### src/rtl/vc_pop_arbiter_pkg.sv
// Shared constants for the VC pop arbiter, the VC FIFOs and the destination FIFOs.
package vc_pop_arbiter_pkg;

  localparam int VC_DATA_W   = 10;
  localparam int VC_DEST_LSB = 8;
  localparam int NUM_DEST    = 4;
  localparam int DEST_W      = 2;

  localparam logic VC0 = 1'b0;
  localparam logic VC1 = 1'b1;

  function automatic logic [NUM_DEST-1:0] dest_onehot(input logic [DEST_W-1:0] dest);
    logic [NUM_DEST-1:0] oh;
    oh       = '0;
    oh[dest] = 1'b1;
    return oh;
  endfunction

endpackage

### src/rtl/vc_pop_arbiter_if.sv
// VC FIFO pop side and destination FIFO push side of the arbiter, bundled.
interface vc_pop_arbiter_if
  import vc_pop_arbiter_pkg::*;
#(
  parameter int DATA_W = VC_DATA_W
);

  logic                vc0_empty;
  logic                vc1_empty;
  logic [DATA_W-1:0]   vc0_data;
  logic [DATA_W-1:0]   vc1_data;
  logic                vc0_pop;
  logic                vc1_pop;
  logic [NUM_DEST-1:0] d_almost_full;
  logic [NUM_DEST-1:0] d_push;
  logic [DATA_W-1:0]   d_data;

  // Arbiter side: consumes FIFO status, produces pops and pushes.
  modport master (
    input  vc0_empty, vc1_empty, vc0_data, vc1_data, d_almost_full,
    output vc0_pop, vc1_pop, d_push, d_data
  );

  // FIFO side: produces status and data, consumes pops and pushes.
  modport slave (
    output vc0_empty, vc1_empty, vc0_data, vc1_data, d_almost_full,
    input  vc0_pop, vc1_pop, d_push, d_data
  );

endinterface

### src/rtl/vc_pop_arbiter.sv
// Pops VC0/VC1 with strict VC0 priority and routes each word to one of four
// destination FIFOs by its 2-bit dest field; counts words per destination.
module vc_pop_arbiter
  import vc_pop_arbiter_pkg::*;
#(
  parameter int DATA_W   = VC_DATA_W,
  parameter int DEST_LSB = VC_DEST_LSB,
  parameter int CNT_W    = 8
) (
  input  logic             clk,
  input  logic             reset_L,
  vc_pop_arbiter_if.master bus,
  output logic             idle,
  output logic [CNT_W-1:0] cnt_d0,
  output logic [CNT_W-1:0] cnt_d1,
  output logic [CNT_W-1:0] cnt_d2,
  output logic [CNT_W-1:0] cnt_d3
);

  localparam logic [CNT_W-1:0] CNT_ONE = {{(CNT_W-1){1'b0}}, 1'b1};

  logic                stall;
  logic                pop0;
  logic                pop1;
  logic                rd_vld;
  logic                rd_sel;
  logic [DATA_W-1:0]   rd_word;
  logic [DEST_W-1:0]   rd_dest;
  logic [DATA_W-1:0]   d_data_q;
  logic [NUM_DEST-1:0] d_push_q;
  logic [CNT_W-1:0]    cnt [NUM_DEST];

  // Strict-priority pop decision; any almost_full blocks both VCs, reset blocks pops.
  always_comb begin
    stall = |bus.d_almost_full;
    pop0  = reset_L & ~stall & ~bus.vc0_empty;
    pop1  = reset_L & ~stall & bus.vc0_empty & ~bus.vc1_empty;
  end

  assign bus.vc0_pop = pop0;
  assign bus.vc1_pop = pop1;

  // Read stage: remember that a word is arriving next cycle and from which VC.
  always_ff @(posedge clk or negedge reset_L) begin
    if (!reset_L) begin
      rd_vld <= 1'b0;
      rd_sel <= VC0;
    end else begin
      rd_vld <= pop0 | pop1;
      rd_sel <= pop1 ? VC1 : VC0;
    end
  end

  assign rd_word = (rd_sel == VC1) ? bus.vc1_data : bus.vc0_data;
  assign rd_dest = rd_word[DEST_LSB+1:DEST_LSB];

  // Push stage: register the word, its one-hot push strobe and bump its counter.
  always_ff @(posedge clk or negedge reset_L) begin
    if (!reset_L) begin
      d_push_q <= '0;
      d_data_q <= '0;
      for (int i = 0; i < NUM_DEST; i++) begin
        cnt[i] <= '0;
      end
    end else if (rd_vld) begin
      d_push_q     <= dest_onehot(rd_dest);
      d_data_q     <= rd_word;
      cnt[rd_dest] <= cnt[rd_dest] + CNT_ONE;
    end else begin
      d_push_q <= '0;
    end
  end

  assign bus.d_push = d_push_q;
  assign bus.d_data = d_data_q;

  assign idle = bus.vc0_empty & bus.vc1_empty & ~rd_vld & (d_push_q == '0);

  assign cnt_d0 = cnt[0];
  assign cnt_d1 = cnt[1];
  assign cnt_d2 = cnt[2];
  assign cnt_d3 = cnt[3];

endmodule

### src/flat_wrapper.sv
// flat-port wrapper written by rule: the top's interface ports become plain ports
module vc_pop_arbiter_flat import vc_pop_arbiter_pkg::*;
#(
  parameter int DATA_W   = VC_DATA_W,
  parameter int DEST_LSB = VC_DEST_LSB,
  parameter int CNT_W    = 8
)
  (clk, reset_L, idle, cnt_d0, cnt_d1, cnt_d2, cnt_d3, bus_vc0_empty, bus_vc1_empty, bus_vc0_data, bus_vc1_data, bus_d_almost_full, bus_vc0_pop, bus_vc1_pop, bus_d_push, bus_d_data);
  vc_pop_arbiter_if #(.DATA_W(DATA_W)) bus_i ();
  input  logic clk;
  input  logic reset_L;
  output logic idle;
  output logic [CNT_W-1:0] cnt_d0;
  output logic [CNT_W-1:0] cnt_d1;
  output logic [CNT_W-1:0] cnt_d2;
  output logic [CNT_W-1:0] cnt_d3;
  input wire logic [$bits(bus_i.vc0_empty)-1:0] bus_vc0_empty;
  input wire logic [$bits(bus_i.vc1_empty)-1:0] bus_vc1_empty;
  input wire logic [$bits(bus_i.vc0_data)-1:0] bus_vc0_data;
  input wire logic [$bits(bus_i.vc1_data)-1:0] bus_vc1_data;
  input wire logic [$bits(bus_i.d_almost_full)-1:0] bus_d_almost_full;
  output wire logic [$bits(bus_i.vc0_pop)-1:0] bus_vc0_pop;
  output wire logic [$bits(bus_i.vc1_pop)-1:0] bus_vc1_pop;
  output wire logic [$bits(bus_i.d_push)-1:0] bus_d_push;
  output wire logic [$bits(bus_i.d_data)-1:0] bus_d_data;
  assign bus_i.vc0_empty = bus_vc0_empty;
  assign bus_i.vc1_empty = bus_vc1_empty;
  assign bus_i.vc0_data = bus_vc0_data;
  assign bus_i.vc1_data = bus_vc1_data;
  assign bus_i.d_almost_full = bus_d_almost_full;
  assign bus_vc0_pop = bus_i.vc0_pop;
  assign bus_vc1_pop = bus_i.vc1_pop;
  assign bus_d_push = bus_i.d_push;
  assign bus_d_data = bus_i.d_data;
  vc_pop_arbiter #(.DATA_W(DATA_W), .DEST_LSB(DEST_LSB), .CNT_W(CNT_W)) u_core (.clk(clk), .reset_L(reset_L), .bus(bus_i), .idle(idle), .cnt_d0(cnt_d0), .cnt_d1(cnt_d1), .cnt_d2(cnt_d2), .cnt_d3(cnt_d3));
endmodule
### config.mk
export PLATFORM = sky130hd
export DESIGN_NAME = vc_pop_arbiter_flat
export DESIGN_NICKNAME = d
export VERILOG_FILES = /design/src/rtl/vc_pop_arbiter_pkg.sv /design/src/rtl/vc_pop_arbiter_if.sv /design/src/rtl/vc_pop_arbiter.sv /design/src/flat_wrapper.sv
export SDC_FILE = /design/constraint.sdc
export NUM_CORES = 1
export LEC_CHECK = 0
export ABC_CLOCK_PERIOD_IN_PS = 4140
export BUFFER_PORTS_ARGS = -buffer_cell sky130_fd_sc_hd__clkbuf_2
export CAP_MARGIN = 20
export CORE_MARGIN = 1
export CORE_UTILIZATION = 35
export CTS_CLUSTER_DIAMETER = 40
export DETAILED_ROUTE_END_ITERATION = 10
export MAX_ROUTING_LAYER = met4
export SETUP_SLACK_MARGIN = 0.4
export SKIP_LAST_GASP = 1
export SLEW_MARGIN = 20
export SYNTH_ARGS = -nofsm -noshare
export SYNTH_HDL_FRONTEND = slang
export SYNTH_SLANG_ARGS = --single-unit
### constraint.sdc
create_clock -name clk -period 4.14 [get_ports clk]
set_clock_uncertainty 0.05 [all_clocks]
set_input_delay 0.207 -clock clk [delete_from_list [all_inputs] [get_ports clk]]
set_output_delay 0.207 -clock clk [all_outputs]
set_load 0.01 [all_outputs]
==> results.py <==
metrics = {
    "power_and_ir_drop": {
        "p_leak_nw": 1.45,
        "ir_drop_uv": 196,
        "power_density_nw_per_um2": 327,
    },
    "synthesis": {
        "synthFlopType": "dfrtp_1",
        "synth_cells": 204,
        "ys_types": 27,
        "synth_most_common_cell": "dfrtp_1",
        "synth.largest_area_cell": "dfrtp_1",
        "synthesis.nets": 233,
        "synth_seq_area_share_pct": 52.7,
        "syn_area_per_cell_sq_um": 11.2,
        "mappedNetlistArea_sq_um": 2280,
        "yosys-top-cells-area": "dfrtp_1, nand2_1, mux4_1",
        "synth_edf_count": 0,
        "synth_warnings": 0,
        "synth_top_area_share_pct": 52.7,
        "yosys_register_bits": 48,
        "async_flop_share_pct": 100,
        "ys_top_cells_by_count": "dfrtp_1, nand2_1, nor2_1, o21ai_0, mux2i_1",
    },
    "timing": {
        "setup_viol": 0,
        "maxSlewHeadroom_pct": 39.7,
        "drv_slew": 0,
        "min_period_over_period_pct": 72.6,
        "setup_tns_ns": 0,
        "layout_min_cycle_time_ns": 3.01,
        "rsz0062_at_grt": "no",
        "max_freq_mhz": 333,
        "worstMarginPinSlew_ns": 0.888,
        "final_hold_viol_count": 0,
    },
    "floorplanning": {
        "rows": 29,
        "io_pins": 77,
        "fp.coreArea_sq_um": 6310,
        "die_h_microns": 82.7,
        "die_area_sq_um": 6840,
        "start_util_pct": 36.1,
        "die_w_microns": 82.7,
    },
    "clocking": {
        "clock-root-buffer": "clkbuf_8",
        "cts_buffer_depth": 2,
        "clkLatencyLatePin_ns": 0.30,
        "cts_buffers": 5,
        "cts_setup_buffers": 0,
        "cts_sinks": 48,
        "cts_tree": "built",
        "clkTransAtPathRegs_ns": 0.08,
        "ctsHtreeMaxLevel": 2,
    },
    "global_route": {
        "grt_util_met2_pct": 25.0,
        "grt-ovfl-total": 0,
        "use_met1_pct": 22.7,
        "grt_busiest_layer": "met2",
        "grt_max_degree": 50,
        "met3_usage_pct": 4.29,
        "antenna_found_initial": 0,
        "grt_pass1_wl_mm": 8.22,
        "grt_pass1_vias": 1636,
        "grt_usage_pct": 17.0,
    },
    "placed_design": {
        "routabilityCongestion": 0.748,
        "io_buffer_count": 76,
        "dp_hpwl_mm": 3.70,
        "placed_area_sq_um": 2710,
    },
    "setup_path": {
        "start_kind": "register",
        "crit_type": "register to register",
        "critPathRequiredTime_ns": 4.25,
        "critPathArrivalTime_ns": 3.12,
        "crit_path_max_fanout": 15,
        "cp-end-kind": "register",
    },
    "flow_run": {
        "cap_violations": 0,
    },
    "layout": {
        "syn2layout_area_growth_pct": 22.6,
        "utilization_pct": 44.3,
        "design_area_sq_um": 2790,
        "nets": 308,
        "fillers": 614,
        "drive_above_1_share_pct": 35.5,
        "diodes": 0,
    },
    "hold_path": {
        "hp-class": "primary input to register",
    },
    "drt": {
        "drc": 0,
        "wire_per_inst_microns": 14.5,
        "drtPass1Iterations": 4,
        "wl_mm": 5.16,
        "via_count": 1764,
        "via_per_inst": 4.96,
        "final_antenna_net_count": 0,
        "drt_iter0_drc": 94,
    },
    "outcome": {
        "outcome": "finished, final reports clean",
    },
}
==> layer usage <==
metal	wire length, microns	vias to the layer above	part of all wire [%]
li1	-	858	-
met1	2490	835	48
met2	2250	66	44
met3	364	5	7.1
met4	59	0	1.1
met5	0	-	0
==> kinds of logic after synthesis <==
family	count (synthesis)	synth area share, %
simple gates	70	13.5
xor+xnor	8	3.40
buf+inv	14	3.13
compound gates	33	7.58
fa+ha+maj	1	0.549
flops	48	52.7
mux	30	19.2
==> what timing repair did <==
item / CTS / global route
gates resized for setup: 0 / 0
hold endpoints to repair: 48 / 0
hold buffers: 1 / 0
==> registers in the layout, indices dropped and copies added, names as in the netlist <==
name / cells
u_core.cnt_d0: 8
u_core.cnt_d3: 8
u_core.bus.d_data: 10
u_core.cnt_d2: 8
u_core.cnt_d1: 8
u_core.rd_vld: 1
u_core.bus.d_push: 4
u_core.rd_sel: 1
==> worst paths after layout <==
| kind | start | end | slack, ns | cells past startpoint |
|---|---|---|---|---|
| setup / recovery | u_core.rd_sel$_DFF_PN0_ | u_core.cnt_d2[4]$_DFFE_PN0P_ | 1.13 | 6 |
| hold / removal | bus_vc1_empty | u_core.rd_vld$_DFF_PN0_ | 0.06 | 2 |
| setup reg to reg | u_core.rd_sel$_DFF_PN0_ | u_core.cnt_d2[4]$_DFFE_PN0P_ | 1.13 | 6 |
| hold reg to reg | u_core.cnt_d1[7]$_DFFE_PN0P_ | u_core.cnt_d1[7]$_DFFE_PN0P_ | 0.42 | 1 |
| max in group asynchronous | reset_L | u_core.cnt_d3[6]$_DFFE_PN0P_ | 3.15 | 3 |
| min in group asynchronous | reset_L | u_core.bus.d_data[5]$_DFFE_PN0P_ | 0.49 | 3 |
==> cell usage in the layout (no fill, tap or decap), types with 2 or more instances in the layout <==
| master | instances |
|---|---|
| clkbuf_2 | 76 |
| dfrtp_1 | 48 |
| nand2_1 | 43 |
| nor2_1 | 16 |
| o21ai_0 | 15 |
| mux2i_1 | 13 |
| a21oi_1 | 11 |
| mux2_2 | 7 |
| xor2_1 | 6 |
| mux4_1 | 5 |
| o21ai_1 | 5 |
| clkbuf_8 | 5 |
| nand3_1 | 4 |
| inv_1 | 4 |
| mux4_2 | 3 |
| nand3b_1 | 2 |
| nor4_1 | 2 |
| a21oi_2 | 2 |
==> critical path, stage by stage (launching register included) <==
cell and delay (ns):
dfrtp_1 0.70, mux2i_2 0.82, mux4_1 0.49, ha_1 0.30, nand2_1 0.09, xor2_1 0.28
o21ai_0 0.14
==> final cells by class <==
cell class | count | area [sq um] | area share (%)
flip-flops and latches | 48 | 1200 | 43.0
multi-input cells | 142 | 1010 | 36.0
repair buffers | 78 | 398 | 14.2
well taps | 77 | 96.3 | 3.45
clock buffers | 6 | 72.6 | 2.60
inverters | 4 | 15.0 | 0.537
clock inverters | 1 | 5.00 | 0.179
==> per-stage QoR <==
stage | cells | power [mW] | hold slack (ns) | worst slack, ns
after detailed placement | 348 | 0.662 | 0.301 | 1.14
after global placement | 348 | 0.662 | 0.304 | 1.23
final | 356 | 0.913 | 0.0600 | 1.13
after CTS | 356 | 0.924 | 0.0551 | 1.11
after floorplan | 204 | 0.592 | -0.139 | 1.88
after global routing | 356 | 0.961 | 0.0507 | 0.848
==> where the power goes <==
group	internal, mW	total (mW)	switching [mW]	leakage, nW
Clock	0.115	0.262	0.147	0.0410
Sequential	0.499	0.522	0.0233	0.631
Combinational	0.0567	0.128	0.0717	0.775
(Power assumes the default switching activity.)
